$ cat config.mk
export PLATFORM = sky130hd
export DESIGN_NAME = acorn_decrypt
export DESIGN_NICKNAME = d
export VERILOG_FILES = /design/src/rtl/acorn_decrypt.sv
export SDC_FILE = /design/constraint.sdc
export NUM_CORES = 1
export LEC_CHECK = 0
export CAP_MARGIN = 0
export CORE_MARGIN = 4
export CORE_UTILIZATION = 25
export CTS_CLUSTER_DIAMETER = 40
export DETAILED_ROUTE_END_ITERATION = 12
export SYNTH_ARGS = -nofsm -noshare
export SYNTH_HDL_FRONTEND = slang
export SYNTH_SLANG_ARGS = --single-unit
$ cat constraint.sdc
create_clock -name clk -period 11.74 [get_ports clk]
set_clock_uncertainty 0.2 [all_clocks]
set_input_delay 2.348 -clock clk [delete_from_list [all_inputs] [get_ports clk]]
set_output_delay 2.348 -clock clk [all_outputs]
set_load 0.1 [all_outputs]
$ cat src/rtl/acorn_decrypt.sv
// acorn_decrypt: ACORN-128 decryption phase, bit-serial (one state step per clk), then message padding.
// Latency: byte handshake in cycle t -> pt_valid_o from cycle t+9; padding takes PAD_LEN cycles; >= 10 cycles/byte.
// Backpressure: ct_ready_o is high only in WAIT, so an unacknowledged plaintext byte stalls ciphertext intake.
// Ports: clk, rst (async, active-high); start_i/empty_i/state_in load a new phase from the AD-phase state;
//   ct_valid_i/ct_byte_i/ct_last_i/ct_ready_o ciphertext in; pt_valid_o/pt_byte_o/pt_ready_i plaintext out;
//   done_o + state_out hand the final state to finalization.
// Option: define ACORN_DEC_KSOUT_EN to add ks_byte_o, the keystream bits used for the current byte.
module acorn_decrypt #(
    parameter int PAD_LEN = 256,
    parameter int CA_ONES = 128
) (
    input  logic         clk,
    input  logic         rst,
    input  logic         start_i,
    input  logic         empty_i,
    input  logic [292:0] state_in,
    input  logic         ct_valid_i,
    input  logic [7:0]   ct_byte_i,
    input  logic         ct_last_i,
    output logic         ct_ready_o,
    output logic         pt_valid_o,
    output logic [7:0]   pt_byte_o,
`ifdef ACORN_DEC_KSOUT_EN
    output logic [7:0]   ks_byte_o,
`endif
    input  logic         pt_ready_i,
    output logic         done_o,
    output logic [292:0] state_out
);

    localparam logic [7:0] PAD_LAST  = 8'(PAD_LEN - 1);
    localparam logic [8:0] CA_ONES_W = 9'(CA_ONES);

    typedef enum logic [2:0] {S_IDLE, S_WAIT, S_BITS, S_OUT, S_PAD, S_DONE} fsm_t;

    fsm_t         cur, nxt;
    logic [292:0] st;
    logic [292:0] st_step;
    logic [7:0]   ct_q;
    logic         last_q;
    logic [2:0]   bit_cnt;
    logic [7:0]   pad_cnt;
    logic [7:0]   pt_q;
    logic         ks;
    logic         p;
    logic         step_m;
    logic         step_ca;

    function automatic logic maj(input logic x, input logic y, input logic z);
        return (x & y) ^ (x & z) ^ (y & z);
    endfunction

    function automatic logic ch(input logic x, input logic y, input logic z);
        return (x & y) ^ (~x & z);
    endfunction

    // Six LFSR-section feedbacks; every right-hand side uses the pre-update bits.
    function automatic logic [292:0] lin_update(input logic [292:0] s);
        logic [292:0] t;
        t      = s;
        t[289] = s[289] ^ s[235] ^ s[230];
        t[230] = s[230] ^ s[196] ^ s[193];
        t[193] = s[193] ^ s[160] ^ s[154];
        t[154] = s[154] ^ s[111] ^ s[107];
        t[107] = s[107] ^ s[66]  ^ s[61];
        t[61]  = s[61]  ^ s[23]  ^ s[0];
        return t;
    endfunction

    // Keystream bit from taps of the linearly updated state.
    function automatic logic ksg(input logic t12, input logic t154, input logic t235, input logic t61,
                                 input logic t193, input logic t230, input logic t111, input logic t66);
        return t12 ^ t154 ^ maj(t235, t61, t193) ^ ch(t230, t111, t66);
    endfunction

    function automatic logic [292:0] state_update128(input logic [292:0] s, input logic m,
                                                     input logic ca, input logic cb);
        logic [292:0] t;
        logic         k;
        logic         f;
        t = lin_update(s);
        k = ksg(t[12], t[154], t[235], t[61], t[193], t[230], t[111], t[66]);
        f = t[0] ^ ~t[107] ^ maj(t[244], t[23], t[160]) ^ (ca & t[196]) ^ (cb & k) ^ m;
        return {f, t[292:1]};
    endfunction

    // Keystream for the current bit, from the same updated copy the step uses.
    always_comb begin
        logic [292:0] t;
        t  = lin_update(st);
        ks = ksg(t[12], t[154], t[235], t[61], t[193], t[230], t[111], t[66]);
    end

    assign p = ct_q[bit_cnt] ^ ks;

    // Message bit and ca select: decryption feeds back plaintext, padding injects a single 1.
    always_comb begin
        step_m  = 1'b0;
        step_ca = 1'b0;
        if (cur == S_BITS) begin
            step_m  = p;
            step_ca = 1'b1;
        end else if (cur == S_PAD) begin
            step_m  = (pad_cnt == 8'd0);
            step_ca = ({1'b0, pad_cnt} < CA_ONES_W);
        end
    end

    assign st_step = state_update128(st, step_m, step_ca, 1'b0);

    // FSM: state register
    always_ff @(posedge clk or posedge rst) begin
        if (rst) cur <= S_IDLE;
        else     cur <= nxt;
    end

    // FSM: next state
    always_comb begin
        nxt = cur;
        case (cur)
            S_IDLE, S_DONE: if (start_i)              nxt = empty_i ? S_PAD : S_WAIT;
            S_WAIT:         if (ct_valid_i)           nxt = S_BITS;
            S_BITS:         if (bit_cnt == 3'd7)      nxt = S_OUT;
            S_OUT:          if (pt_ready_i)           nxt = last_q ? S_PAD : S_WAIT;
            S_PAD:          if (pad_cnt == PAD_LAST)  nxt = S_DONE;
            default:                                  nxt = S_IDLE;
        endcase
    end

    // FSM: outputs
    always_comb begin
        ct_ready_o = 1'b0;
        pt_valid_o = 1'b0;
        done_o     = 1'b0;
        case (cur)
            S_WAIT:  ct_ready_o = 1'b1;
            S_OUT:   pt_valid_o = 1'b1;
            S_DONE:  done_o     = 1'b1;
            default: ;
        endcase
    end

    // Datapath
    always_ff @(posedge clk or posedge rst) begin
        if (rst) begin
            st      <= '0;
            ct_q    <= '0;
            last_q  <= 1'b0;
            bit_cnt <= '0;
            pad_cnt <= '0;
            pt_q    <= '0;
        end else begin
            if ((cur == S_IDLE || cur == S_DONE) && start_i)
                st <= state_in;
            else if (cur == S_BITS || cur == S_PAD)
                st <= st_step;

            if (cur == S_WAIT && ct_valid_i) begin
                ct_q   <= ct_byte_i;
                last_q <= ct_last_i;
            end

            if (cur == S_BITS)
                pt_q[bit_cnt] <= p;

            if (nxt == S_BITS && cur != S_BITS)
                bit_cnt <= '0;
            else if (cur == S_BITS && bit_cnt != 3'd7)
                bit_cnt <= bit_cnt + 3'd1;

            if (nxt == S_PAD && cur != S_PAD)
                pad_cnt <= '0;
            else if (cur == S_PAD && pad_cnt != PAD_LAST)
                pad_cnt <= pad_cnt + 8'd1;
        end
    end

`ifdef ACORN_DEC_KSOUT_EN
    logic [7:0] ks_q;
    always_ff @(posedge clk or posedge rst) begin
        if (rst)              ks_q <= '0;
        else if (cur == S_BITS) ks_q[bit_cnt] <= ks;
    end
    assign ks_byte_o = ks_q;
`endif

    assign pt_byte_o = pt_q;
    assign state_out = st;

endmodule

==> impl_metrics.sql, run 1 <==
INSERT INTO impl_metrics (metric_group, metric, value, unit) VALUES
('outcome', 'outcome', 'finished clean', ''),
('synthesis', 'yosysTopAreaCellShare', '57.8', '%'),
('synthesis', 'yosysWarningCount', '0', ''),
('synthesis', 'synth_largest_area_cell', 'dfrtp_1', ''),
('final_layout', 'drive_gt1_share', '7.01', '%'),
('final_layout', 'final_core_util', '41.3', '%'),
('timing', 'worst_slew_pin_slew', '1.16', 'ns'),
('final_layout', 'finish.cell_count_without_fillers', '2820', ''),
('synthesis', 'synth_adder_area_share', '0.500', '%'),
('final_layout', 'most-common-layout-cells', 'clkdlybuf4s50_1 (611), nand2_1 (577), dfrtp_1 (324), a22oi_1 (289), clkbuf_16 (61)', ''),
('setup_path', 'crit_path_max_incr_delay', '1.18', 'ns'),
('die', 'design.die.area', '0.0599', 'mm2'),
('timing', 'final_period_minus_worst_setup_slack', '5.42', 'ns'),
('timing', 'timing.max_slew.rel_slack', '22.8', '%'),
('detailed_routing', 'drt-vias-per-instance', '4.75', ''),
('timing', 'final.period_utilization', '46.2', '%'),
('synthesis', 'synth_seq_cells', '324', ''),
('final_layout', 'final_area', '0.0229', 'mm2'),
('setup_path', 'critPathKind', 'reg -> out', ''),
('synthesis', 'synth_simple_gate_area_share', '17.7', '%'),
('detailed_routing', 'route.final.wire_length', '56.4', 'mm'),
('synthesis', 'synth.lib_cells_used.distinct', '46', ''),
('detailed_routing', 'drtPass1Iterations', '6', ''),
('synthesis', 'dominantRegCellSynth', 'dfrtp_1', ''),
('setup_path', 'timing.critical_path.max_delay_family', 'buffers and inverters', ''),
('die', 'design.portCount', '612', ''),
('min_path', 'hold_path_startpoint', 'state_out[129]', ''),
('synthesis', 'post_synth_xor_area_fraction', '1.84', '%'),
('final_layout', 'layout.cells.most_common', 'clkdlybuf4s50_1', ''),
('grt', 'grt.total_usage', '18.0', '%'),
('setup_path', 'kind_of_start_point_of_the_critical_path', 'register', ''),
('synthesis', 'synth_async_sr_flop_share', '100', '%'),
('die', 'placeableCoreArea', '0.0553', 'mm2'),
('synthesis', 'synth_compound_gate_area_share', '16.8', '%'),
('setup_path', 'worstPathBufferInverterCount', '1', ''),
('timing', 'rsz_0062_raised_after_global_routing', 'false', ''),
('clocking', 'clock-root-buffer', 'clkbuf_16', ''),
('synthesis', 'cell_count_after_synthesis', '1438', ''),
('clocking', 'clock_sink_count', '324', ''),
('setup_path', 'worst_path_max_delay_cell', 'clkdlybuf4s50_1', ''),
('min_path', 'worst_hold_path_ep', 'state_out[129]', ''),
('die', 'chipWidth', '245', 'um'),
('timing', 'timing.setup.tns', '0', 'ns'),
('synthesis', 'postSynthNetCount', '1750', ''),
('grt', 'grt_antenna_before_repair', '4', ''),
('clocking', 'post_cts.resized_instances', '0', ''),
('setup_path', 'crit_path_end_kind', 'primary output', ''),
('detailed_routing', 'drt.antenna.violating_nets', '0', ''),
('die', 'initial_utilization', '25.4', '%'),
('setup_path', 'worst_ep_required_time', '9.19', 'ns'),
('grt', 'via_count_of_the_first_global_routing_pass', '13800', ''),
('grt', 'grt_max_degree', '197', ''),
('placed_design', 'dp_cells', '2705', ''),
('synthesis', 'muxShareOfSynthArea', '2.05', '%'),
('detailed_routing', 'drtIter0Drc', '756', ''),
('final_layout', 'num-fill-cells', '5465', ''),
('placed_design', 'place.gp.congestion', '0.863', ''),
('die', 'die_y', '245', 'um'),
('clocking', 'number_of_buffers_created_by_cts', '60', ''),
('placed_design', 'buffer_ports.inserted', '611', ''),
('timing', 'final-setup-viol-count', '0', ''),
('setup_path', 'r2r-start', 'cur[0]', ''),
('setup_path', 'timing.critical_path.arrival', '2.88', 'ns'),
('timing', 'maxClockFrequency', '184', 'MHz'),
('setup_path', 'crit-reg2reg-capture', 'state_out[229]', ''),
('timing', 'slew_violations', '0', ''),
('detailed_routing', 'detailroute.via_count', '13400', ''),
('grt', 'first_pass_grt_wire_length', '84.9', 'mm'),
('final_layout', 'syn_to_final_growth', '63.0', '%'),
('detailed_routing', 'drc_errors', '0', ''),
('clocking', 'post-cts-setup-buffer-count', '0', '');
-- final cells by class --
| type | count | area (um2) | area share [%] |
|---|---|---|---|
| flip-flops and latches | 324 | 8110 | 35.5 |
| repair buffers | 622 | 6220 | 27.2 |
| multi-input cells | 1002 | 5470 | 23.9 |
| clock buffers | 75 | 1660 | 7.26 |
| well taps | 748 | 936 | 4.09 |
| clock inverters | 36 | 408 | 1.78 |
| inverters | 9 | 41.3 | 0.181 |
| diodes | 4 | 10.0 | 0.0438 |
-- synth_stat cells (all sizes together) (2+ instances only) --
cell type / n
clkbuf: 64
a22oi: 289
nand3: 11
a21oi: 3
a22o: 2
nor2b: 6
mux2: 18
nor4b: 2
nand4: 2
nor3b: 3
maj3: 2
xnor3: 4
mux2i: 4
nor4: 2
inv: 9
nor2: 23
buf: 39
mux4: 2
o21ai: 10
ha: 4
xor2: 5
dfrtp: 324
xnor2: 14
nand2: 577
nand3b: 2
-- worst reg2reg max path, stage by stage, from the launching register on --
cell     delay (ns)
dfrtp_1        0.68
xnor2_1        0.22
and3b_4        0.79
buf_4          0.95
buf_4          0.70
a22oi_1        0.19
o21ai_0        0.12
-- worst max-delay path by stage --
stage / from / endpoint / slack (ns)
floorplan: rst / bit_cnt[0] / 0.22
global placement: start_i / state_out[229] / 5.85
detailed placement: start_i / state_out[60] / 5.82
CTS: cur[0] / ct_ready_o / 6.29
global route: cur[0] / ct_ready_o / 6.14
finish: cur[0] / ct_ready_o / 6.32
-- metrics by stage --
step / hold WS [ns] / setup WS (ns)
2_1_floorplan: 0.275 / 0.222
3_3_place_gp: 0.282 / 5.85
3_5_place_dp: 0.287 / 5.82
4_1_cts: 0.301 / 6.29
5_1_grt: 0.316 / 6.14
6_report: 0.295 / 6.32
-- routing by layer --
layer | global-route usage, % | wire length [um]
met1 | 21.5 | 22300
met2 | 30.6 | 27600
met3 | 5.11 | 4150
met4 | 7.35 | 2350
met5 | 0 | 0
-- state kept, by name, summed over array words and instances, names as in the netlist --
signal     count
ct_q           8
pad_cnt        8
last_q         1
pt_byte_o      8
cur            3
state_out    293
bit_cnt        3
-- cell families after synthesis --
logic type / after synthesis
XOR/XNOR: 23
buffers and inverters: 112
adder cells (fa/ha/maj): 6
flip-flops: 324
AND/OR/NAND/NOR: 634
AO/OA/AOI/OAI: 315
multiplexers: 24
Power of run 1 is not shown: default switching activity piles up to over one toggle a cycle in this logic, so the estimate is an artifact.
==> inputs of run 2 (changes only) <==
Clock period 11.74 ns to 5.5 ns, I/O delays scaled along.
==> run 2 against run 1 <==
Net effect:
- first-iteration DRC count increased by 11%
- utilization increased by 0.87 points
- register-to-register slack got worse by 5.5 ns
- critical path depth unchanged
- worst hold slack improved by 0.0036 ns
- flip-flop and latch count unchanged
- sequential share of layout area decreased by 0.73 points
- die area unchanged
- count of clock-buffer cells in the layout increased by 8
- routed wire length increased by 0.88%
- non-clock buffer count increased by 2
- largest cell class unchanged
==> impl_metrics.sql, run 2 (same netlist as run 1, synthesis figures left out) <==
INSERT INTO impl_metrics (metric_group, metric, value, unit) VALUES
('die', 'design.portCount', '612', ''),
('clocking', 'post_cts.resized_instances', '0', ''),
('final_layout', 'drive_gt1_share', '7.80', '%'),
('placed_design', 'place_ws', '1.69', 'ns'),
('detailed_routing', 'route.detailed.wl_per_inst', '20.0', 'um'),
('grt', 'via_count_of_the_first_global_routing_pass', '13600', ''),
('die', 'design.die.area', '0.0599', 'mm2'),
('final_layout', 'seq_area', '0.00811', 'mm2'),
('die', 'placeableCoreArea', '0.0553', 'mm2'),
('clocking', 'clock_sink_count', '324', ''),
('setup_path', 'worst_ep_required_time', '4.20', 'ns'),
('grt', 'grt.total_usage', '17.9', '%'),
('detailed_routing', 'drtIter0Drc', '841', ''),
('outcome', 'outcome', 'finished clean', ''),
('detailed_routing', 'drt.antenna.violating_nets', '0', ''),
('timing', 'rsz_0062_raised_after_global_routing', 'false', ''),
('final_layout', 'final_core_util', '42.2', '%'),
('clocking', 'h-tree-depth', '3', ''),
('timing', 'slew_violations', '0', ''),
('setup_path', 'crit_path_max_fanout', '16', ''),
('final_layout', 'layout.cells.most_common', 'clkdlybuf4s50_1', ''),
('clocking', 'post-cts-setup-buffer-count', '0', ''),
('grt', 'first_pass_grt_wire_length', '84.3', 'mm'),
('clocking', 'clock-root-buffer', 'clkbuf_16', ''),
('die', 'die_y', '245', 'um'),
('grt', 'grt-ovfl-total', '0', ''),
('timing', 'worst_slew_pin_slew', '1.13', 'ns'),
('detailed_routing', 'drtPass1Iterations', '5', ''),
('final_layout', 'largest_reg_flops', '293', ''),
('timing', 'final_critical_path_setup_slack', '1.34', 'ns'),
('clocking', 'path_clk_slew', '0.04', 'ns'),
('timing', 'final.period_utilization', '75.6', '%'),
('setup_path', 'critPathKind', 'reg -> out', ''),
('detailed_routing', 'drc_errors', '0', ''),
('final_layout', 'num-fill-cells', '5361', ''),
('detailed_routing', 'drt-vias-per-instance', '4.72', ''),
('clocking', 'number_of_buffers_created_by_cts', '70', ''),
('clocking', 'tritoncts_clock_tree', 'done', ''),
('placed_design', 'place.gp.congestion', '0.900', ''),
('setup_path', 'timing.critical_path.arrival', '2.86', 'ns'),
('flow_run', 'max_cap_violations', '0', ''),
('timing', 'hold_viol', '0', ''),
('grt', 'grt_max_degree', '152', ''),
('final_layout', 'multi_input_area', '0.00547', 'mm2'),
('grt', 'grt_antenna_before_repair', '4', ''),
('placed_design', 'buffer_ports.inserted', '611', ''),
('timing', 'maxClockFrequency', '240', 'MHz'),
('final_layout', 'syn_to_final_growth', '66.4', '%'),
('clocking', 'insertion_delay', '0.58', 'ns'),
('detailed_routing', 'route.final.wire_length', '56.8', 'mm'),
('timing', 'timing.max_slew.rel_slack', '24.7', '%'),
('final_layout', 'most-common-layout-cells', 'clkdlybuf4s50_1 (611), nand2_1 (577), dfrtp_1 (324), a22oi_1 (289), clkbuf_16 (71)', ''),
('detailed_routing', 'detailroute.via_count', '13400', ''),
('die', 'initial_utilization', '25.4', '%'),
('clocking', 'clock_tree.buffer_depth', '3', ''),
('final_layout', 'design.final.nets', '2343', ''),
('setup_path', 'crit_path_end_kind', 'primary output', ''),
('min_path', 'min_path_type', 'reg -> reg', ''),
('clocking', 'cts_hold_buffers', '0', ''),
('placed_design', 'detailed_place_hpwl', '40.4', 'mm'),
('timing', 'final_period_minus_worst_setup_slack', '4.16', 'ns'),
('die', 'chipWidth', '245', 'um'),
('timing', 'final-setup-viol-count', '0', ''),
('setup_path', 'kind_of_start_point_of_the_critical_path', 'register', ''),
('die', 'row_count', '86', '');
run 2: cell types whose count changed in the layout (fill, tap and decap cells not counted), sizes merged:
cell      change
clkinvlp      +6
buf           +2
clkinv        +5
clkbuf        +8
inv           -3
bufinv        +3
diode         -1
run 2: layout make-up:
| type | instances | area share, % |
|---|---|---|
| well taps | 748 | 4.01 |
| inverters | 9 | 0.161 |
| flip-flops and latches | 324 | 34.7 |
| repair buffers | 624 | 27.1 |
| clock buffers | 83 | 7.93 |
| diodes | 3 | 0.0322 |
| clock inverters | 47 | 2.62 |
| multi-input cells | 1002 | 23.4 |
run 2: worst paths after layout:
path                       cells past startpoint  slack [ns]           start        endpoint
setup reg to reg                               6        2.30          cur[1]  state_out[242]
hold / removal                                 2        0.30  state_out[141]  state_out[141]
hold reg to reg                                2        0.30  state_out[141]  state_out[141]
min in group asynchronous                      2        0.74             rst   state_out[72]
max in group asynchronous                      3        3.03             rst  state_out[181]
setup / recovery                               3        1.34          cur[0]      ct_ready_o
run 2: per-stage QoR:
step / instance area (um2) / hold slack (ns) / TNS (ns) / instances
finish: 23300 / 0.298 / 0 / 2840
floorplan: 14000 / 0.275 / -39.77 / 1438
detailed placement: 20900 / 0.287 / 0 / 2707
global route: 23300 / 0.312 / 0 / 2839
global placement: 20900 / 0.283 / 0 / 2707
CTS: 23300 / 0.298 / 0 / 2837
run 2: metal layers:
metal	track usage, %	vias to the layer above	wire length, um
met4	6.43	0	1710
met3	5.47	102	4350
li1	-	6198	-
met5	0	-	0
met1	21.9	6600	22900
met2	30.1	495	27800
run 2: worst max-delay path: stages (launching register included):
cell             delay [ns]
dfrtp_1                0.70
nor2b_1                0.23
nor2b_1                0.18
clkdlybuf4s50_1        1.17
Power of run 2 is left out for the same reason.
==> inputs of run 3 (changes only) <==
Clock period 5.5 ns to 3.4 ns, I/O delays scaled along.
==> run 3 against run 2 <==
Net effect:
- via count up 0.15%
- count of clock-buffer cells in the layout up 5
- non-clock buffer count up 14
- cell count about the same
- highest routed layer unchanged
- critical endpoint unchanged
- utilization down 1.4 points
- critical path depth unchanged
- flip-flop and latch count unchanged
- first-iteration DRC count up 4.0%
- routed wire length up 0.34%
==> impl_metrics.sql, run 3 (same netlist as run 1, synthesis figures left out) <==
INSERT INTO impl_metrics (metric_group, metric, value, unit) VALUES
('placed_design', 'detailed_place_hpwl', '41.4', 'mm'),
('timing', 'hold_viol', '0', ''),
('clocking', 'cts_hold_buffers', '0', ''),
('setup_path', 'setup.worst_path.start', 'cur[0]', ''),
('clocking', 'h-tree-depth', '3', ''),
('setup_path', 'cp_cell_sequence', 'nor2b_1 > nor2b_1 > buf_4', ''),
('final_layout', 'syn_to_final_growth', '60.9', '%'),
('setup_path', 'worst_path_max_delay_cell', 'dfrtp_1', ''),
('outcome', 'outcome', 'finished clean', ''),
('detailed_routing', 'route.final.wire_length', '57.0', 'mm'),
('timing', 'worst_slew_pin_slew', '0.857', 'ns'),
('clocking', 'tritoncts_clock_tree', 'done', ''),
('clocking', 'post-cts-setup-buffer-count', '0', ''),
('setup_path', 'worstPathBufferInverterCount', '1', ''),
('setup_path', 'kind_of_start_point_of_the_critical_path', 'register', ''),
('die', 'chipWidth', '245', 'um'),
('timing', 'final_period_minus_worst_setup_slack', '2.89', 'ns'),
('timing', 'timing.max_slew.rel_slack', '42.8', '%'),
('detailed_routing', 'drtPass1Iterations', '5', ''),
('die', 'initial_utilization', '25.4', '%'),
('timing', 'final.period_utilization', '84.9', '%'),
('timing', 'rsz_0062_raised_after_global_routing', 'false', ''),
('grt', 'grt-ovfl-total', '0', ''),
('setup_path', 'r2r-start', 'cur[0]', ''),
('clocking', 'insertion_delay', '0.58', 'ns'),
('placed_design', 'place.gp.congestion', '0.879', ''),
('die', 'design.portCount', '612', ''),
('detailed_routing', 'drt-vias-per-instance', '4.72', ''),
('detailed_routing', 'drc_errors', '0', ''),
('final_layout', 'layout.cells.most_common', 'nand2_1', ''),
('grt', 'grt.total_usage', '18.3', '%'),
('clocking', 'path_clk_slew', '0.06', 'ns'),
('final_layout', 'finish.cell_count_without_fillers', '2842', ''),
('min_path', 'min_path_type', 'in -> async', ''),
('clocking', 'clock_tree.buffer_depth', '3', ''),
('detailed_routing', 'detailroute.via_count', '13400', ''),
('die', 'die_y', '245', 'um'),
('clocking', 'clock-root-buffer', 'clkbuf_16', ''),
('detailed_routing', 'route.detailed.wl_per_inst', '20.1', 'um'),
('final_layout', 'most-common-layout-cells', 'nand2_1 (577), dfrtp_1 (324), buf_4 (319), clkdlybuf4s50_1 (307), a22oi_1 (289)', ''),
('setup_path', 'timing.critical_path.arrival', '2.01', 'ns'),
('grt', 'grt_max_degree', '150', ''),
('die', 'placeableCoreArea', '0.0553', 'mm2'),
('die', 'design.die.area', '0.0599', 'mm2'),
('clocking', 'clock_sink_count', '324', ''),
('setup_path', 'worst_ep_required_time', '2.52', 'ns'),
('detailed_routing', 'drt.antenna.violating_nets', '0', ''),
('placed_design', 'buffer_ports.inserted', '611', ''),
('timing', 'slew_violations', '0', ''),
('timing', 'final-setup-viol-count', '0', ''),
('setup_path', 'crit_path_max_fanout', '16', ''),
('grt', 'first_pass_grt_wire_length', '85.6', 'mm'),
('clocking', 'number_of_buffers_created_by_cts', '66', ''),
('timing', 'maxClockFrequency', '346', 'MHz'),
('flow_run', 'max_cap_violations', '0', ''),
('grt', 'grt_antenna_before_repair', '2', ''),
('setup_path', 'timing.critical_path.max_delay_family', 'flip-flops', ''),
('detailed_routing', 'drtIter0Drc', '875', ''),
('final_layout', 'largest_reg_flops', '293', ''),
('die', 'row_count', '86', ''),
('setup_path', 'critPathKind', 'reg -> out', ''),
('final_layout', 'drive_gt1_share', '22.6', '%'),
('clocking', 'post_cts.resized_instances', '0', ''),
('setup_path', 'crit_path_end_kind', 'primary output', ''),
('setup_path', 'cpMostUsedCell', 'nor2b_1', ''),
('final_layout', 'design.final.nets', '2353', ''),
('setup_path', 'crit_path_max_incr_delay', '0.68', 'ns'),
('placed_design', 'dp_cells', '2721', ''),
('grt', 'via_count_of_the_first_global_routing_pass', '13800', '');
[run 3: layout make-up]
cell class,count,area (um2)
clock inverter,31,404
tap,748,936
multi-input combinational,1002,5480
inverter,9,37.5
timing repair buffer,638,5710
fill,5459,32700
clock buffer,88,1890
sequential,324,8110
antenna,2,5.00
[run 3: final timing paths]
check,end,slack (ns),cells after the start
hold reg to reg,state_out[145],0.30,2
setup / recovery,ct_ready_o,0.51,3
setup reg to reg,state_out[60],0.63,6
min in group clk,state_out[145],0.30,2
hold / removal,state_out[208],0.26,2
max in group asynchronous,pt_byte_o[0],1.83,4
[run 3: layer usage]
metal	routed length (um)	vias to the layer above	global-route usage [%]
met5	0	-	0
met4	2380	0	7.69
met3	4290	134	5.17
met2	27400	547	30.1
met1	23000	6519	22.6
li1	-	6215	-
[run 3: metrics by stage]
stage	hold WS, ns	TNS [ns]	worst slack (ns)	instance area (um2)	utilization, %
4_1_cts	0.224	0	0.385	22600	40.8
6_report	0.260	0	0.512	22600	40.8
3_5_place_dp	0.289	0	0.0276	20300	36.6
5_1_grt	0.245	0	0.276	22600	40.8
2_1_floorplan	0.275	-584.09	-1.80	14000	-
3_3_place_gp	0.284	-0.0862	-0.0862	20300	36.6
Power of run 3 is left out for the same reason.
